===== src/rtl/countdown_timer.sv =====
// countdown_timer: mm:ss countdown driven by a slow tick wave sampled in the
// CLK domain. Holds BCD digits, a four-state run/pause/expired FSM, a one-cycle
// DONE pulse on reaching 00:00, and a level ALARM while expired.
module countdown_timer #(
  parameter int unsigned MAX_MIN = 99
) (
  input  logic       CLK,
  input  logic       RST,
  input  logic       TICK_IN,
  input  logic       START,
  input  logic       STOP,
  input  logic       LOAD,
  input  logic [6:0] SET_MIN,
  input  logic [5:0] SET_SEC,
  output logic [3:0] MIN_T,
  output logic [3:0] MIN_O,
  output logic [3:0] SEC_T,
  output logic [3:0] SEC_O,
  output logic [1:0] STATE,
  output logic       DONE,
  output logic       ALARM
);

  typedef enum logic [1:0] {
    ST_IDLE    = 2'b00,
    ST_RUN     = 2'b01,
    ST_PAUSE   = 2'b10,
    ST_EXPIRED = 2'b11
  } state_e;

  localparam logic [6:0] MAX_MIN_C = 7'(MAX_MIN);

  state_e     state_q, state_d;
  logic [3:0] min_t_q, min_t_d;
  logic [3:0] min_o_q, min_o_d;
  logic [3:0] sec_t_q, sec_t_d;
  logic [3:0] sec_o_q, sec_o_d;
  logic       done_q, done_d;
  logic       alarm_q, alarm_d;
  logic       tick_dly_q, tick_dly_d;
  logic       tick;

  // Clamped load values split into BCD digits
  logic [6:0] ld_min;
  logic [5:0] ld_sec;
  logic [3:0] ld_min_t, ld_min_o, ld_sec_t, ld_sec_o;

  // Decremented count (one second less than the current digits)
  logic [3:0] dec_min_t, dec_min_o, dec_sec_t, dec_sec_o;
  logic       cnt_zero;
  logic       cnt_one;

  // Rising-edge detect of the slow wave; it is only ever used as an enable
  always_comb begin
    tick_dly_d = TICK_IN;
    tick       = TICK_IN & ~tick_dly_q;
  end

  // Clamp the requested load and convert binary to BCD digits
  always_comb begin
    ld_min   = (SET_MIN > MAX_MIN_C) ? MAX_MIN_C : SET_MIN;
    ld_sec   = (SET_SEC > 6'd59) ? 6'd59 : SET_SEC;
    ld_min_t = 4'(ld_min / 7'd10);
    ld_min_o = 4'(ld_min % 7'd10);
    ld_sec_t = 4'(ld_sec / 6'd10);
    ld_sec_o = 4'(ld_sec % 6'd10);
  end

  // Zero / one-second detection on the live count
  always_comb begin
    cnt_zero = ({min_t_q, min_o_q, sec_t_q, sec_o_q} == 16'h0000);
    cnt_one  = ({min_t_q, min_o_q, sec_t_q, sec_o_q} == 16'h0001);
  end

  // BCD borrow chain: seconds ones -> seconds tens -> minutes ones -> tens
  always_comb begin
    dec_min_t = min_t_q;
    dec_min_o = min_o_q;
    dec_sec_t = sec_t_q;
    dec_sec_o = sec_o_q;
    if (sec_o_q != 4'd0) begin
      dec_sec_o = sec_o_q - 4'd1;
    end else begin
      dec_sec_o = 4'd9;
      if (sec_t_q != 4'd0) begin
        dec_sec_t = sec_t_q - 4'd1;
      end else begin
        dec_sec_t = 4'd5;
        if (min_o_q != 4'd0) begin
          dec_min_o = min_o_q - 4'd1;
        end else begin
          dec_min_o = 4'd9;
          dec_min_t = min_t_q - 4'd1;
        end
      end
    end
  end

  // Next-state, next-count and flag logic; STOP > START > LOAD > tick
  always_comb begin
    state_d = state_q;
    min_t_d = min_t_q;
    min_o_d = min_o_q;
    sec_t_d = sec_t_q;
    sec_o_d = sec_o_q;
    done_d  = 1'b0;

    unique case (state_q)
      ST_IDLE: begin
        if (STOP) begin
          {min_t_d, min_o_d, sec_t_d, sec_o_d} = '0;
        end else if (START && !cnt_zero) begin
          state_d = ST_RUN;
        end else if (LOAD) begin
          min_t_d = ld_min_t;
          min_o_d = ld_min_o;
          sec_t_d = ld_sec_t;
          sec_o_d = ld_sec_o;
        end
      end

      ST_RUN: begin
        if (STOP) begin
          state_d = ST_PAUSE;
        end else if (tick && !cnt_zero) begin
          min_t_d = dec_min_t;
          min_o_d = dec_min_o;
          sec_t_d = dec_sec_t;
          sec_o_d = dec_sec_o;
          if (cnt_one) begin
            state_d = ST_EXPIRED;
            done_d  = 1'b1;
          end
        end
      end

      ST_PAUSE: begin
        if (STOP) begin
          state_d = ST_IDLE;
          {min_t_d, min_o_d, sec_t_d, sec_o_d} = '0;
        end else if (START) begin
          state_d = ST_RUN;
        end
      end

      ST_EXPIRED: begin
        if (STOP) begin
          state_d = ST_IDLE;
        end else if (LOAD) begin
          state_d = ST_IDLE;
          min_t_d = ld_min_t;
          min_o_d = ld_min_o;
          sec_t_d = ld_sec_t;
          sec_o_d = ld_sec_o;
        end
      end

      default: state_d = ST_IDLE;
    endcase

    alarm_d = (state_d == ST_EXPIRED);
  end

  // State, count and flag registers with asynchronous reset
  always_ff @(posedge CLK or posedge RST) begin
    if (RST) begin
      state_q    <= ST_IDLE;
      min_t_q    <= '0;
      min_o_q    <= '0;
      sec_t_q    <= '0;
      sec_o_q    <= '0;
      done_q     <= 1'b0;
      alarm_q    <= 1'b0;
      tick_dly_q <= 1'b0;
    end else begin
      state_q    <= state_d;
      min_t_q    <= min_t_d;
      min_o_q    <= min_o_d;
      sec_t_q    <= sec_t_d;
      sec_o_q    <= sec_o_d;
      done_q     <= done_d;
      alarm_q    <= alarm_d;
      tick_dly_q <= tick_dly_d;
    end
  end

  // Registered outputs
  always_comb begin
    MIN_T = min_t_q;
    MIN_O = min_o_q;
    SEC_T = sec_t_q;
    SEC_O = sec_o_q;
    STATE = state_q;
    DONE  = done_q;
    ALARM = alarm_q;
  end

endmodule


===== config.mk =====
export PLATFORM = sky130hd
export DESIGN_NAME = countdown_timer
export DESIGN_NICKNAME = d
export VERILOG_FILES = /design/src/rtl/countdown_timer.sv
export SDC_FILE = /design/constraint.sdc
export NUM_CORES = 1
export LEC_CHECK = 0
export ABC_AREA = 1
export CORE_MARGIN = 4
export CORE_UTILIZATION = 53
export CTS_CLUSTER_SIZE = 16
export DETAILED_ROUTE_END_ITERATION = 7
export PLACE_DENSITY = 0.8
export SLEW_MARGIN = 0
export SYNTH_ARGS = -nofsm -noshare
export SYNTH_HDL_FRONTEND = slang
export SYNTH_SLANG_ARGS = --single-unit
export TNS_END_PERCENT = 1

===== constraint.sdc =====
create_clock -name CLK -period 2.6 [get_ports CLK]
set_input_delay 0.52 -clock CLK [delete_from_list [all_inputs] [get_ports CLK]]
set_output_delay 0.52 -clock CLK [all_outputs]
set_load 0.01 [all_outputs]

[Yosys cells after proc, flatten, opt, wreduce, memory -nomap -nowiden]
Cells that the tools add are included.
Operators by class
  bitwise logic cells: 2
  order comparisons: 2
  reductions and logical operators: 12
  mux-type cells: 54
  add/subtract/negate cells: 4
  divide/modulo/power cells: 4
  equality and inequality tests: 13
Operators with widths (number)
  4-bit two-way mux: 34
  4-bit one-hot mux with 4 select lines: 4
  2-bit two-way mux: 9
  16-bit by 1-bit == test with 1-bit output, second input constant: 1
  16-bit zero test: 1
  4-bit by 1-bit subtractor with 4-bit output, second input constant: 4
  2-bit != test, second input constant: 7
  4-bit nonzero test: 3
  2-bit one-hot mux with 4 select lines: 1
  8-bit AND reduction: 1
  7-bit by 4-bit divider with 7-bit output, second input constant: 1
  7-bit > comparator, second input constant: 1
  7-bit by 4-bit remainder unit with 7-bit output, second input constant: 1
  7-bit two-way mux: 1
  7-bit AND reduction: 1
  6-bit by 4-bit divider with 6-bit output, second input constant: 1
  2-bit == test, second input constant: 3
  6-bit > comparator, second input constant: 1
  6-bit by 4-bit remainder unit with 6-bit output, second input constant: 1
  6-bit two-way mux: 1
  6-bit AND reduction: 1
  5-bit AND reduction: 1
  1-bit two-way mux: 4
  3-bit != test, second input constant: 1
  other kinds (6): 7
Storage, ports and cells
  output and inout bits: 20
  word-level logic and storage cells: 99
  input port bits: 19
  register bits after elaboration: 21

[Logic depth before layout (Yosys ltp)]
Gate-level depths: netlist (run 1).
  depth in word-level cells: 7
  mapped depth: 29
  mapped depth without buffers: 29

[Least setup slack after synthesis (run 1)]
Ideal clock, no wire load.
  path type: input -> register
  start point: in SET_MIN[6]
  end point: reg min_o_q[1], in the netlist MIN_O[1]
  required time: 2.480 ns
  setup time: 0.120 ns
  arrival: 2.853 ns
  stages: 28
  path slack: -0.373 ns
  path through: nand2_2 nand2_1 inv_1 ha_1 o21ai_2 nand2_2 nand2_4 ha_1 inv_1 nand3_4 nand2_4 nand2_4 nand2_1 nand2_2 nand2_2 nand2_2 nand2_1 nand2_1 inv_1 ha_1 inv_1 nand3_2 nand2_2 inv_2 nand3_1 nand3_1 nand2_1 a21oi_2
On the way
  cells in the longest elaborated chain, start to end: 7
RTL lines
  start: declaration: RTL line 13  | input logic [6:0] SET_MIN,
  7-bit > comparator: RTL line 61  | ld_min = (SET_MIN > MAX_MIN_C) ? MAX_MIN_C : SET_MIN;
  7-bit two-way mux *: RTL line 61
  7-bit by 4-bit remainder unit with 7-bit output *: RTL line 64  | ld_min_o = 4'(ld_min % 7'd10);
  4-bit two-way mux *: RTL line 114, 149
  4-bit two-way mux: RTL line 112  | end else if (START && !cnt_zero) begin
  4-bit two-way mux: RTL line 110  | if (STOP) begin
  4-bit one-hot mux with 4 select lines *: RTL line 108  | unique case (state_q)
  end signal: assignment: RTL line 178  | min_o_q <= min_o_d;
  end: declaration: RTL line 35  | logic [3:0] min_o_q, min_o_d;
Mark *: on every way between the ends. The rest lies on a longest branch, timed or not. The select of a mux whose other input is x is not followed.
A chain may end at the register's enable or synchronous reset.

[Worst setup path in the final report (run 1)]
  start point: in SET_MIN[6]
  end point: reg min_o_q[2], in the netlist MIN_O[2]
The elaborated chain is that of the path after synthesis.

==> summary.txt, run 1 <==
Floorplanning
  – IO Count: 39
  – Die extent in x: 71.8 microns
  – Row count: 22
  – Die height: 71.8 microns
  – CORE AREA: 3800 sq um
  – Die area: 5150 sq um
  – Starting Density: 56.8%

Synth
  – Syn Nets: 361
  – Post-synth top area cell: dfrtp_1
  – Synth warn: 0
  – Sequential element share of the synthesized area: 24.4%
  – Synth top area share: 24.4%
  – Cell Area, Synth: 2160 sq um
  – Seq cells post-synth: 21
  – Syn Area/Cell: 6.54 sq um
  – Distinct cells, synth: 39
  – Asr flop ratio synth: 100%
  – Mapped Cells: 330
  – EDFF count, synth: 0
  – Synth area leaders: dfrtp_1 24%, nand2_1 12%, inv_1 9.0%
  – Synth Flop Type: dfrtp_1

Drt
  – M1 wire length: 2.62 mm
  – Met3 WL: 396 microns
  – Vias post-DR: 2568
  – Post-route ant nets: 0
  – DR top layer: met4
  – Initial DRC Count: 220
  – Routed WL: 6.45 mm
  – Vias per Instance: 5.46
  – DR pass1 iterations: 4
  – WL met2: 3.26 mm
  – Drt drc: 0
  – DR WL/cell: 13.7 microns

STA
  – # setup viols final: 4
  – Final worst slack: -90.6 ps
  – Slew margin rel.: 70.2%
  – Unrepaired setup endpoints after global routing: yes
  – Worst-Margin Slew: 446 ps
  – Setup Skew: 1.71 ps
  – Max-slew violations: 0
  – Highest Clock Rate: 372 MHz
  – Final hold viol count: 0
  – Tcrit/Tclk final: 103%
  – Final Critical Period: 2690 ps

Pwr
  – Tot Pwr: 2.92 mW
  – PwrDens: 915 nW/um^2
  – Static Leak: 1.66 nW
  – Peak supply drop: 0.387 mV

Cells and area
  – Diode count: 0
  – P&R area growth vs syn: 47.9%
  – Fin nets: 454
  – Share of layout cells above drive strength 1: 29.9%
  – Cell area after layout: 3190 sq um
  – Fill count: 254
  – Fin util: 84.0%

Placement
  – RD Place Congestion: 0.831
  – Setup slack at placement: -876 ps
  – Placed Area: 2970 sq um
  – HPWL Detailed: 4.70 mm
  – Buffers on Ports: 38

Status
  – Outcome: complete, but fails checks
  – Violated checks: setup timing

Critical path
  – Worst EP required: 2760 ps
  – Maximum fanout along the worst path: 4
  – Buf/Inv on CP: 6
  – Crit end category: flip-flop
  – Worst Setup Path Type: in -> reg
  – R2R Path Start: SEC_T[0]
  – Startpoint Class: input port
  – Most frequent CP cell: nand2_2
  – Crit-path leading delay family: simple AND/OR/NAND/NOR gates
  – Critical path startpoint: SET_MIN[6]
  – Critical path data arrival time: 2850 ps
  – Slowest stage cell on the critical path: o21ai_4
  – Critical Path Max Stage Delay: 190 ps

Worst hold path
  – Hold path start: tick_dly_q
  – Hold Path Class: reg -> reg

Job
  – MaxCap Viol Count: 0

Global routing
  – Largest net degree at the start of global routing: 22
  – Gr ovfl total: 0
  – First-pass GRT wire length: 10.8 mm
  – Vias in the first global route: 2430
  – Total track usage: 25.6%
  – Antenna violations before repair: 0

Clock network
  – Clk_lat worst skew: 270 ps
  – Clock-pin slew on the worst setup and hold paths: 80 ps
  – Hold Buf Count CTS: 0
  – Clock Sinks: 21
  – CTS tree: yes
  – CTS max path bufs: 2
  – Cts bufs inserted: 3
  – H-tree lvl count: 1
  – Clock root cell: clkbuf_8
[metrics by stage]
stage	TNS (ps)	instances	hold WS, ps
floorplan	-733	330	497
global route	-1030	470	612
detailed placement	-4550	457	545
CTS	-18.6	468	556
global placement	-3470	457	543
finish	-206	470	554
[cells by family (layout without fill, tap and decap cells)]
group	Yosys count	in the layout	synth area share, %
XOR/XNOR	5	5	2.03
flip-flops	21	21	24.4
AND/OR/NAND/NOR	161	161	36.0
multiplexers	1	1	0.464
adder cells (fa/ha/maj)	12	12	6.96
AO/OA/AOI/OAI	66	66	18.7
buffers and inverters	64	156	11.5
[power breakdown]
part | internal, mW | leakage [nW] | switching (mW)
sequential | 0.475 | 0.260 | 0.146
clock | 0.107 | 0.0255 | 0.119
combinational | 0.911 | 1.37 | 1.16
[cells in the final DEF (no fill, tap or decap), types with 7 or more instances in the layout]
| master | instances |
|---|---|
| dfrtp_1 | 21 |
| nand2_2 | 19 |
| clkdlybuf4s50_1 | 33 |
| nand2_1 | 58 |
| o21ai_0 | 20 |
| buf_4 | 54 |
| ha_1 | 9 |
| inv_2 | 11 |
| a21oi_1 | 13 |
| nor2_1 | 33 |
| nand3_1 | 17 |
| nor3_1 | 7 |
| nand3_2 | 9 |
| inv_1 | 47 |
[metal layers]
metal  vias up  global-route usage (%)
li1       1264                       -
met1      1191                    30.6
met2        93                    45.4
met3        20                    4.63
met4         0                    9.19
met5         -                       0
[cells in the mapped netlist (2+ instances only)]
| cell | number |
|---|---|
| o21ai_0 | 21 |
| o21ai_1 | 3 |
| ha_1 | 12 |
| dfrtp_1 | 21 |
| nand2_1 | 67 |
| nand2_4 | 3 |
| nand4_1 | 5 |
| inv_1 | 52 |
| nand3_1 | 24 |
| o211ai_1 | 6 |
| a21oi_1 | 14 |
| a22oi_1 | 7 |
| a21oi_2 | 4 |
| nand3_2 | 3 |
| a31oi_1 | 2 |
| nor3_1 | 8 |
| clkbuf_1 | 3 |
| xor2_1 | 4 |
| nor2_1 | 33 |
| nand2_2 | 12 |
| inv_2 | 7 |
| o21ai_2 | 2 |
[sequential cells by signal (all words and copies together), names as in the netlist]
register	cells
STATE	2
ALARM	1
DONE	1
MIN_T	4
MIN_O	4
SEC_O	4
SEC_T	4
tick_dly_q	1
[final cells by class]
cell class | instances | area [sq um] | area share (%)
multi-input combinational | 245 | 1540 | 48.1
timing repair buffer | 92 | 795 | 24.9
sequential | 21 | 526 | 16.5
inverter | 60 | 228 | 7.14
tap | 48 | 60.1 | 1.88
clock buffer | 3 | 41.3 | 1.29
clock inverter | 1 | 5.00 | 0.157
[worst paths after layout]
kind                       endpoint  slack (ps)  cells past startpoint
setup reg to reg           MIN_T[2]         210                     14
hold / removal                 DONE         550                      3
max in group asynchronous  SEC_T[0]        1810                      3
min in group asynchronous  MIN_T[3]         580                      3
setup / recovery           MIN_O[2]         -90                     29
hold reg to reg                DONE         550                      3
[worst min-delay path: stages, from the launching register on]
cell and delay (ps):
dfrtp_1 340, nor2_1 50, nand4_1 80, nor3_1 50
[what timing repair did]
| item | 4_1_cts | 5_1_grt |
|---|---|---|
| pin swaps | 16 | 14 |
| buffers inserted | 7 | 2 |
| resized for setup | 30 | 15 |
| setup endpoints to repair | 5 | 12 |
No activity file was read; power rests on OpenSTA's default activity.
==> run 2, diff against run 1 <==
--- a/config.mk
+++ b/config.mk
@@ -10,6 +10,7 @@
 export CORE_UTILIZATION = 53
 export CTS_CLUSTER_SIZE = 16
 export DETAILED_ROUTE_END_ITERATION = 7
+export GPL_TIMING_DRIVEN = 1
 export PLACE_DENSITY = 0.8
 export SLEW_MARGIN = 0
 export SYNTH_ARGS = -nofsm -noshare
==> results of run 2 <==
Final layout, timing and power as in run 1 (identical DEF).
